**src/rtl/sc_arb_pkg.sv**
```systemverilog
// Shared definitions for the shared-counter arbiter: FSM encoding,
// counter geometry and the watchdog limit.
package sc_arb_pkg;

    localparam int CTR_W    = 3;
    localparam int CTR_MAX  = 7;
    localparam int WDOG_LIM = 8;

    typedef enum logic [1:0] {
        ST_IDLE = 2'd0,
        ST_RUN  = 2'd1,
        ST_DONE = 2'd2
    } state_e;

    // A requested delay of zero still needs one counter tick to be observable.
    function automatic logic [CTR_W-1:0] eff_delay(input logic [CTR_W-1:0] d);
        return (d == '0) ? CTR_W'(1) : d;
    endfunction

endpackage

```
**src/rtl/rr_arb2.sv**
```systemverilog
// Two-way round-robin arbiter: a lone requester wins outright; on a tie the
// requester that was not served last wins.
module rr_arb2 (
    input  logic [1:0] req_i,
    input  logic       last_i,
    output logic [1:0] gnt_o
);

    // One-hot grant from the request pair and the last-served pointer.
    always_comb begin
        gnt_o = req_i;
        if (req_i == 2'b11) begin
            gnt_o = last_i ? 2'b01 : 2'b10;
        end
    end

endmodule

```
**src/rtl/sc_arb.sv**
```systemverilog
// Grants one of two requesters the shared 3-bit counter, runs it for the
// latched delay, pulses done, and flags counter misbehaviour in a sticky err.
// All outputs decode registered state only, so req/ctr_out never reach them
// combinationally.
module sc_arb
    import sc_arb_pkg::*;
(
    input  logic             clk,
    input  logic             rst,
    input  logic             req0,
    input  logic             req1,
    input  logic [CTR_W-1:0] dly0,
    input  logic [CTR_W-1:0] dly1,
    output logic             gnt0,
    output logic             gnt1,
    output logic             done0,
    output logic             done1,
    output logic             busy,
    output logic             ctr_rst,
    input  logic [CTR_W-1:0] ctr_out,
    input  logic             ctr_err,
    output logic             err,
    output logic [1:0]       dbg_state_o
);

    localparam logic [CTR_W-1:0] WD_LAST = CTR_W'(WDOG_LIM - 1);

    state_e           state_q, state_d;
    logic             id_q, id_d;
    logic [CTR_W-1:0] eff_q, eff_d;
    logic             ptr_q, ptr_d;
    logic [CTR_W-1:0] wd_q, wd_d;
    logic             err_q, err_d;
    logic [1:0]       arb_gnt;
    logic             run_err;
    logic             wdog_trip;

    rr_arb2 u_rr (
        .req_i  ({req1, req0}),
        .last_i (ptr_q),
        .gnt_o  (arb_gnt)
    );

    // State, latches, watchdog and sticky error registers.
    always_ff @(posedge clk or negedge rst) begin
        if (!rst) begin
            state_q <= ST_IDLE;
            id_q    <= 1'b0;
            eff_q   <= '0;
            ptr_q   <= 1'b1;
            wd_q    <= '0;
            err_q   <= 1'b0;
        end else begin
            state_q <= state_d;
            id_q    <= id_d;
            eff_q   <= eff_d;
            ptr_q   <= ptr_d;
            wd_q    <= wd_d;
            err_q   <= err_d;
        end
    end

    // Next-state: arbitrate in IDLE, count RUN cycles until the counter
    // reaches the latched delay or the watchdog expires, then one DONE cycle.
    always_comb begin
        state_d   = state_q;
        id_d      = id_q;
        eff_d     = eff_q;
        ptr_d     = ptr_q;
        wd_d      = wd_q;
        run_err   = 1'b0;
        wdog_trip = 1'b0;
        case (state_q)
            ST_IDLE: begin
                if (arb_gnt != 2'b00) begin
                    state_d = ST_RUN;
                    id_d    = arb_gnt[1];
                    eff_d   = eff_delay(arb_gnt[1] ? dly1 : dly0);
                    wd_d    = '0;
                end
            end
            ST_RUN: begin
                // Counter must start at zero and never overshoot the target.
                run_err = ((wd_q == '0) && (ctr_out != '0)) || (ctr_out > eff_q);
                if (ctr_out == eff_q) begin
                    state_d = ST_DONE;
                end else if (wd_q == WD_LAST) begin
                    state_d   = ST_DONE;
                    wdog_trip = 1'b1;
                end else begin
                    wd_d = wd_q + CTR_W'(1);
                end
            end
            ST_DONE: begin
                state_d = ST_IDLE;
                ptr_d   = id_q;
            end
            default: begin
                state_d = ST_IDLE;
            end
        endcase
        err_d = err_q | ctr_err | run_err | wdog_trip;
    end

    // Output decode from registered state and latched requester id.
    always_comb begin
        gnt0        = (state_q == ST_RUN)  && !id_q;
        gnt1        = (state_q == ST_RUN)  &&  id_q;
        done0       = (state_q == ST_DONE) && !id_q;
        done1       = (state_q == ST_DONE) &&  id_q;
        busy        = (state_q != ST_IDLE);
        ctr_rst     = (state_q != ST_RUN);
        err         = err_q;
        dbg_state_o = state_q;
    end

endmodule

```
**config.mk**
```make
export PLATFORM = sky130hd
export DESIGN_NAME = sc_arb
export DESIGN_NICKNAME = d
export VERILOG_FILES = /design/src/rtl/sc_arb_pkg.sv /design/src/rtl/rr_arb2.sv /design/src/rtl/sc_arb.sv
export SDC_FILE = /design/constraint.sdc
export NUM_CORES = 1
export LEC_CHECK = 0
export ABC_CLOCK_PERIOD_IN_PS = 3400
export BUFFER_PORTS_ARGS = -buffer_cell sky130_fd_sc_hd__buf_2
export CORE_AREA = 2 2 42 44
export CTS_BUF_LIST = sky130_fd_sc_hd__clkbuf_8
export DETAILED_ROUTE_END_ITERATION = 8
export DIE_AREA = 0 0 44 46
export GPL_ROUTABILITY_DRIVEN = 0
export PLACE_DENSITY_LB_ADDON = 0.2
export RECOVER_POWER = 50
export SETUP_SLACK_MARGIN = 0.02
export SLEW_MARGIN = 15
export SYNTH_ARGS = -nofsm -noshare
export SYNTH_HDL_FRONTEND = slang
export SYNTH_SLANG_ARGS = --single-unit
```
**constraint.sdc**
```tcl
create_clock -name clk -period 3.4 [get_ports clk]
set_input_delay 0.34 -clock clk [delete_from_list [all_inputs] [get_ports clk]]
set_output_delay 0.34 -clock clk [all_outputs]
set_load 0.03 [all_outputs]
```
Yosys cells after proc, flatten, opt, wreduce, memory -nomap -nowiden. Cells that the tools add are included.

Add/sub/neg operators: 1. $lt $le $gt $ge: 1. Eq/ne operators: 10. Mux-type cells: 16. Bitwise gates (word level): 3. Reduce and logical (&&, ||, !) cells: 17.

Operator list (count): 3-bit two-way mux (5); 2-bit two-way mux (5); 3-bit logical NOT (2); 2-bit != test (second input constant) (3); 3-bit case mux with 2 select lines (1); 2-bit nonzero test (3); 1-bit logical AND (5); 2-bit equality test (second input constant) (2); 1-bit two-way mux (4); 2-bit case mux with 2 select lines (1); 2-bit AND reduction (2); 4-bit AND reduction (1); 3-bit by 1-bit adder with 3-bit output (second input constant) (1); 3-bit equality test (1); 3-bit equality test (second input constant) (1); 3-bit > comparator (1); 3-bit != test (second input constant) (1); 1-bit bitwise OR (3); 3-bit nonzero test (1); 2-bit by 1-bit equality test with 1-bit output (second input constant) (1); 2-bit logical NOT (1); 2-bit by 1-bit != test with 1-bit output (second input constant) (1); 1-bit logical NOT (1); 1-bit logical OR (1).

Flip-flop bits (word level): 11. Logic and storage cells: 54.

Depth between registers and ports, before layout. Gate-level depths: netlist (run 1).

Word-level depth: 6. Depth in mapped cells: 7. Gate-level depth less buffers: 6.

Modules after synthesis. From an unflattened synthesis (run 1), not the netlist that was laid out.

Cells, all modules: 73. Area, all modules: 715.7 um^2.

By module, submodules not included: sc_arb (instances 1, cells an instance 70, area each 696.9 um^2, seq. area each 276.5 um^2); rr_arb2 (instances 1, cells an instance 3, area each 18.8 um^2, seq. area each 0.0 um^2).

Least setup slack after synthesis (run 1). No wires, ideal clock.

Path type: reg2reg. Start: reg wd_q[0]. End: reg err_q, in the netlist err. Setup time: 124 ps. Data arrival time: 1535 ps. Path slack: 1741 ps. Cell stages (with the launch flop): 6. Buffers on the path: 0. Clock period less this slack: 1659 ps. Cells stage by stage: dfrtp_1 ha_1 ha_1 a2111oi_2 o31ai_1 a211o_1.

Longest elaborated chain between the ends: 6.

RTL lines: start: declaration (RTL line sc_arb.sv:32) `logic [CTR_W-1:0] wd_q, wd_d;`; start signal: assignment (RTL line sc_arb.sv:58) `wd_q <= wd_d;`; 3-bit logical NOT (RTL line sc_arb.sv:84) `run_err = ((wd_q == '0) && (ctr_out != '0)) || (ctr_out > eff_q);`; 1-bit logical AND (RTL line sc_arb.sv:84); 1-bit logical OR (RTL line sc_arb.sv:84); 1-bit two-way mux (RTL line sc_arb.sv:73) `case (state_q)`; 1-bit bitwise OR (RTL line sc_arb.sv:102) `err_d = err_q | ctr_err | run_err | wdog_trip;`; 1-bit bitwise OR (*) (RTL line sc_arb.sv:102); net err_d (RTL line sc_arb.sv:33) `logic err_q, err_d;`; end signal: assignment (RTL line sc_arb.sv:59) `err_q <= err_d;`; end: declaration (RTL line sc_arb.sv:33).

Mark *: on every way through the listed nets, which the timed path passes. The rest lies on a longest branch. A chain may end at the register's enable or synchronous reset.

Worst setup path in the final report (run 1). Ends and elaborated chain as after synthesis.

==> results_dict.tcl, run 1 <==
set metrics [dict create \
    outcome "complete, no violations" \
    layout-drive-gt1-share_pct 27.7 \
    multi_input_area_sq_um 344 \
    synthAdderAreaFrac_pct 11.2 \
    dp.cells 106 \
    finalNetCount 115 \
    fmax_mhz 569 \
    grt_max_degree 12 \
    synthSimpleGateAreaFrac_pct 12.5 \
    fillers 158 \
    ys_types 27 \
    avgRoutedWirePerCell_um 11.5 \
    path_common_cell "ha_1" \
    grt_pass1_vias 499 \
    p_leak_nw 0.424 \
    whs_ns 0.296 \
    cts.clk_slew.worst_paths_ns 0.05 \
    ant_nets 0 \
    cts_buffers 3 \
    overflow 0 \
    seq_area_sq_um 277 \
    yosysSeqAreaShare_pct 41.4 \
    synth_top_area_share_pct 37.5 \
    cp_max_fo 5 \
    die_y_um 46 \
    groute.usage.overall_pct 15.4 \
    cts_tree "built" \
    critPathArrivalTime_ns 1.88 \
    synthMuxAreaShare_pct 1.50 \
    drc 0 \
    clk_latency_ns 0.24 \
    initialDrtViolationCount 3 \
    worst-endpoint-required_ns 3.52 \
    clock_sinks 11 \
    yosys_most_used_dff "dfrtp_1" \
    crit_chain "ha_1 > ha_1 > a2111oi_2 > o31ai_1 > a211o_1" \
    min_period_ns 1.76 \
    ys_ff_latch 11 \
    slew_headroom_pct 60.8 \
    grt_antenna_before_repair 0 \
    hold_class "input pin to register" \
    worstMarginPinSlew_ns 0.588 \
    yosys.area.top_type "dfrtp_1" \
    num_vias 560 \
    cp-start-kind "register" \
    fin_crit_sh_pct 51.7 \
    fp.dieW_um 44 \
    drv_cap 0 \
    cts_setup_buffers 0 \
    max_stage_delay_ns 0.42 \
    fin_setup_tns_ns 0 \
    finalHoldViolations 0 \
    syn_to_final_growth_pct 26.0 \
    num_io_pins 23 \
    fin_cells 111 \
    htree_levels 1 \
    portBuffers 22 \
    drv_slew 0 \
    synth_top_family_by_area "compound AO/OA/AOI/OAI gates" \
    syn_area_sq_um 668 \
    synth-async-reset-ratio_pct 100 \
    synth-compound-area-share_pct 26.2 \
    synth_nets 89 \
    peakVddDrop_mv 0.404 \
    via_per_inst 5.05 \
    path_class "register to register" \
    cts.path.max_buffers 2 \
    drtPass1Iterations 4 \
    synth_area_leaders "dfrtp_1, ha_1, inv_1" \
    postLayoutCoreUtil_pct 52.2 \
    num_antenna_cells 0 \
    powerDensity_nw_per_um2 946 \
    rrSetupSlack_ns 1.64 \
    fin_skew_ns 0.00944 \
    clockRootBuffer "clkbuf_8" \
    netlist_instances 69 \
    synth-edff-count 0 \
    synth.avg_cell_area_sq_um 9.68 \
    critPathSlowestCell "dfrtp_1" \
    initial_utilization_pct 41.4 \
    rsz0062_at_grt "false" \
    coreArea_sq_um 1610 \
    ys_warn_count 0 \
    hpwl_um 1010 \
    synth_xor_area_share_pct 0 \
    cp-end-kind "register" \
    die-area_sq_um 2020 \
    wl_um 1270 \
    rows 15 \
    final-setup-viol-count 0 \
    grt_pass1_wl_um 2110 \
]
## path summary, 6_finish.rpt
kind / startpoint / end / cells after the start
worst min-delay path: ctr_err / err$_DFF_PN0_ / 2
worst min register to register: err$_DFF_PN0_ / err$_DFF_PN0_ / 1
worst max-delay path: wd_q[0]$_DFFE_PN0P_ / err$_DFF_PN0_ / 5
worst max register to register: wd_q[0]$_DFFE_PN0P_ / err$_DFF_PN0_ / 5
min in group asynchronous: rst / id_q$_DFFE_PN0P_ / 2
max in group asynchronous: rst / dbg_state_o[0]$_DFFE_PN0P_ / 2
## registers in the layout (all words and copies together), names as in the netlist
| signal | cells |
|---|---|
| dbg_state_o | 2 |
| err | 1 |
| wd_q | 3 |
| id_q | 1 |
| ptr_q | 1 |
| eff_q | 3 |
## per-layer routing
metal	track usage (%)	vias to the layer above	routed length, um
li1	-	293	-
met5	0	-	0
met4	7.27	0	21
met1	17.4	247	565
met2	24.7	15	601
met3	7.14	5	83
## what timing repair did
item                                   CTS  global route
hold buffers                             1             0
endpoints found under the hold margin   10             0
resized for setup                        0             0
## Yosys cell counts (2+ instances only)
cell       number
a21oi_1         3
o22ai_1         2
nand2b_1        3
nand2_1         3
nor3_1          2
o2bb2ai_1       4
dfrtp_1        10
a22oi_1         2
nor2_1          7
inv_1          10
ha_1            6
buf_2           2
## cells in the final DEF, fill, tap and decap left out, types with 2 or more instances in the layout
cell	netlist	routed
clkbuf_1	0	3
o2bb2ai_1	4	4
a22oi_1	2	2
nor3_1	2	2
clkbuf_8	0	3
o22ai_1	2	2
nor2_1	7	7
dfrtp_1	10	10
ha_1	6	6
nand2_1	3	3
nand2b_1	3	3
inv_1	10	10
a21oi_1	3	3
buf_2	2	19
## power by group
group	switching, W	internal [W]
logic	0.000270	0.000163
clock network	0.0000506	0.0000805
registers	0.0000411	0.000192
total	0.000362	0.000435
## stage by stage
step | instance area (sq um) | total power (W) | setup WS (ns)
final | 842 | 0.000797 | 1.64
after global routing | 842 | 0.000882 | 1.53
after CTS | 846 | 0.000812 | 1.64
after detailed placement | 790 | 0.000674 | 1.66
after global placement | 790 | 0.000666 | 1.70
after floorplan | 668 | 0.000573 | 1.74
## worst max-delay path: cells and delay by family (launching register included)
family | cells | cell delay [ns]
compound gates | 3 | 0.76
fa+ha+maj | 2 | 0.45
flops | 1 | 0.42
## area by class of cell
class,instances,area share (%)
clock inverter,1,0.594
sequential,11,32.8
tap,17,2.53
multi-input combinational,46,40.9
clock buffer,3,4.90
timing repair buffer,23,13.8
inverter,10,4.46
## kinds of logic after synthesis
group | count (synthesis)
AOI/OAI and AO/OA | 21
and+or+nand+nor | 18
buffers and inverters | 12
DFF | 11
adders and majority gates | 6
muxes | 1
Power figures use the tool's default switching activity.
==> inputs of run 2 (changes only) <==
- ABC_CLOCK_PERIOD_IN_PS: 3400 -> 1700
- clock period: 3.4 -> 1.7 ns (I/O delays scaled with it)
==> run 2 against run 1 <==
Clock skew decreased by 0.0082 ns. Non-clock buffer count grew 3. Total power is 110% higher. First-iteration DRC count rose to 5.0 times the previous value. Clock power is 94% higher. Global-route usage about the same. Worst hold slack lost 0.18 ns. Highest routed layer unchanged. Final area grew 3.0%. Register-to-register slack lost 1.5 ns. Largest cell class unchanged.
==> results_dict.tcl, run 2 (synthesis results as in run 1) <==
set metrics [dict create \
    htree_levels 1 \
    die-area_sq_um 2020 \
    cts.clk_slew.worst_paths_ns 0.05 \
    fmax_mhz 624 \
    critPathArrivalTime_ns 1.73 \
    overflow 0 \
    cts.path.max_buffers 2 \
    grt_antenna_before_repair 0 \
    rows 15 \
    worst-endpoint-required_ns 1.82 \
    fin_crit_sh_pct 94.3 \
    min_period_ns 1.60 \
    final-setup-viol-count 0 \
    syn_to_final_growth_pct 29.8 \
    cp-end-kind "register" \
    fin_skew_ns 0.00125 \
    die_y_um 46 \
    fp.dieW_um 44 \
    drv_slew 0 \
    finalNetCount 118 \
    whs_ns 0.121 \
    drtPass1Iterations 2 \
    grt_pass1_vias 504 \
    rsz0062_at_grt "false" \
    cp-start-kind "register" \
    slew_headroom_pct 60.6 \
    worstMarginPinSlew_ns 0.590 \
    drv_cap 0 \
    clk_latency_ns 0.24 \
    layout_common_cells "buf_2, inv_1, dfrtp_1" \
    hold_class "input pin to register" \
    clockRootBuffer "clkbuf_8" \
    initialDrtViolationCount 15 \
    cp_max_fo 4 \
    cts_tree "built" \
    ant_nets 0 \
    initial_utilization_pct 41.4 \
    coreArea_sq_um 1610 \
    cts_buffers 3 \
    num_vias 573 \
    path_class "register to register" \
    portBuffers 22 \
    fin_setup_tns_ns 0 \
    finalHoldViolations 0 \
    grt_max_degree 12 \
    peakVddDrop_mv 0.912 \
    drc 0 \
    num_antenna_cells 0 \
    wl_um 1370 \
    num_io_pins 23 \
    p_leak_nw 0.440 \
    grt_pass1_wl_um 2150 \
    groute.usage.overall_pct 15.4 \
    via_per_inst 5.03 \
    fillers 170 \
    mostFrequentLayoutCell "buf_2" \
    outcome "complete, no violations" \
    avgRoutedWirePerCell_um 12.0 \
    clock_sinks 11 \
    layout-drive-gt1-share_pct 28.9 \
    powerDensity_nw_per_um2 1890 \
]
run 2: changes by cell type in the layout (fill, tap and decap cells not counted), sizes merged:
cell,previous run,this run
clkbuf,6,7
inv,10,11
buf,19,21
clkinv,1,0
run 2: area by class of cell:
class	count	area, sq um	area share, %
Clock buffer	3	41.3	4.76
Clock inverter	1	3.75	0.433
Inverter	10	37.5	4.33
Multi-Input combinational cell	46	349	40.3
Sequential cell	11	277	31.9
Tap cell	17	21.3	2.45
Timing Repair Buffer	26	138	15.9
run 2: per-layer routing:
metal  share of wire [%]  track usage, %
met3                 5.3            7.14
met1                  44            18.4
met4                0.73            5.45
met5                   0               0
met2                  49            24.4
run 2: power breakdown:
group	switching (W)	internal (W)	leakage, nW	total (W)
clock network	0.0000960	0.000158	0.0269	0.000254
registers	0.0000725	0.000384	0.127	0.000456
logic	0.000572	0.000360	0.286	0.000932
run 2: per-stage QoR:
step / power [W] / worst slack (ns) / instance area (sq um) / instances / util, %
floorplan: 0.00115 / 0.0414 / 668 / 69 / -
global placement: 0.00137 / 0.0987 / 812 / 109 / 50.3
detailed placement: 0.00139 / 0.0702 / 812 / 109 / 50.3
CTS: 0.00166 / 0.0704 / 867 / 114 / 53.7
global route: 0.00179 / 0.0293 / 867 / 114 / 53.7
finish: 0.00164 / 0.0969 / 867 / 114 / 53.7
run 2: critical path, stage by stage, from the launching register on:
cell and delay (ns):
dfrtp_1 0.38, ha_1 0.20, ha_1 0.20, buf_4 0.15, nor3_2 0.19, o31ai_1 0.08, a211o_1 0.29
run 2: final timing paths:
| kind | end | from | slack, ns | cells after the start |
|---|---|---|---|---|
| max | err$_DFF_PN0_ | wd_q[0]$_DFFE_PN0P_ | 0.1 | 6 |
| min | err$_DFF_PN0_ | ctr_err | 0.12 | 2 |
| max reg2reg | err$_DFF_PN0_ | wd_q[0]$_DFFE_PN0P_ | 0.1 | 6 |
| min reg2reg | err$_DFF_PN0_ | err$_DFF_PN0_ | 0.46 | 1 |
| max in group asynchronous | eff_q[0]$_DFFE_PN0P_ | rst | 0.87 | 2 |
| min in group asynchronous | err$_DFF_PN0_ | rst | 0.45 | 2 |
run 2: timing repair:
item / 4_1_cts / 5_1_grt
endpoints found under the hold margin: 10 / 0
endpoints found under the setup margin: 0 / 1
hold buffers: 1 / 0
resized for setup: 0 / 1
buffers inserted: 0 / 0
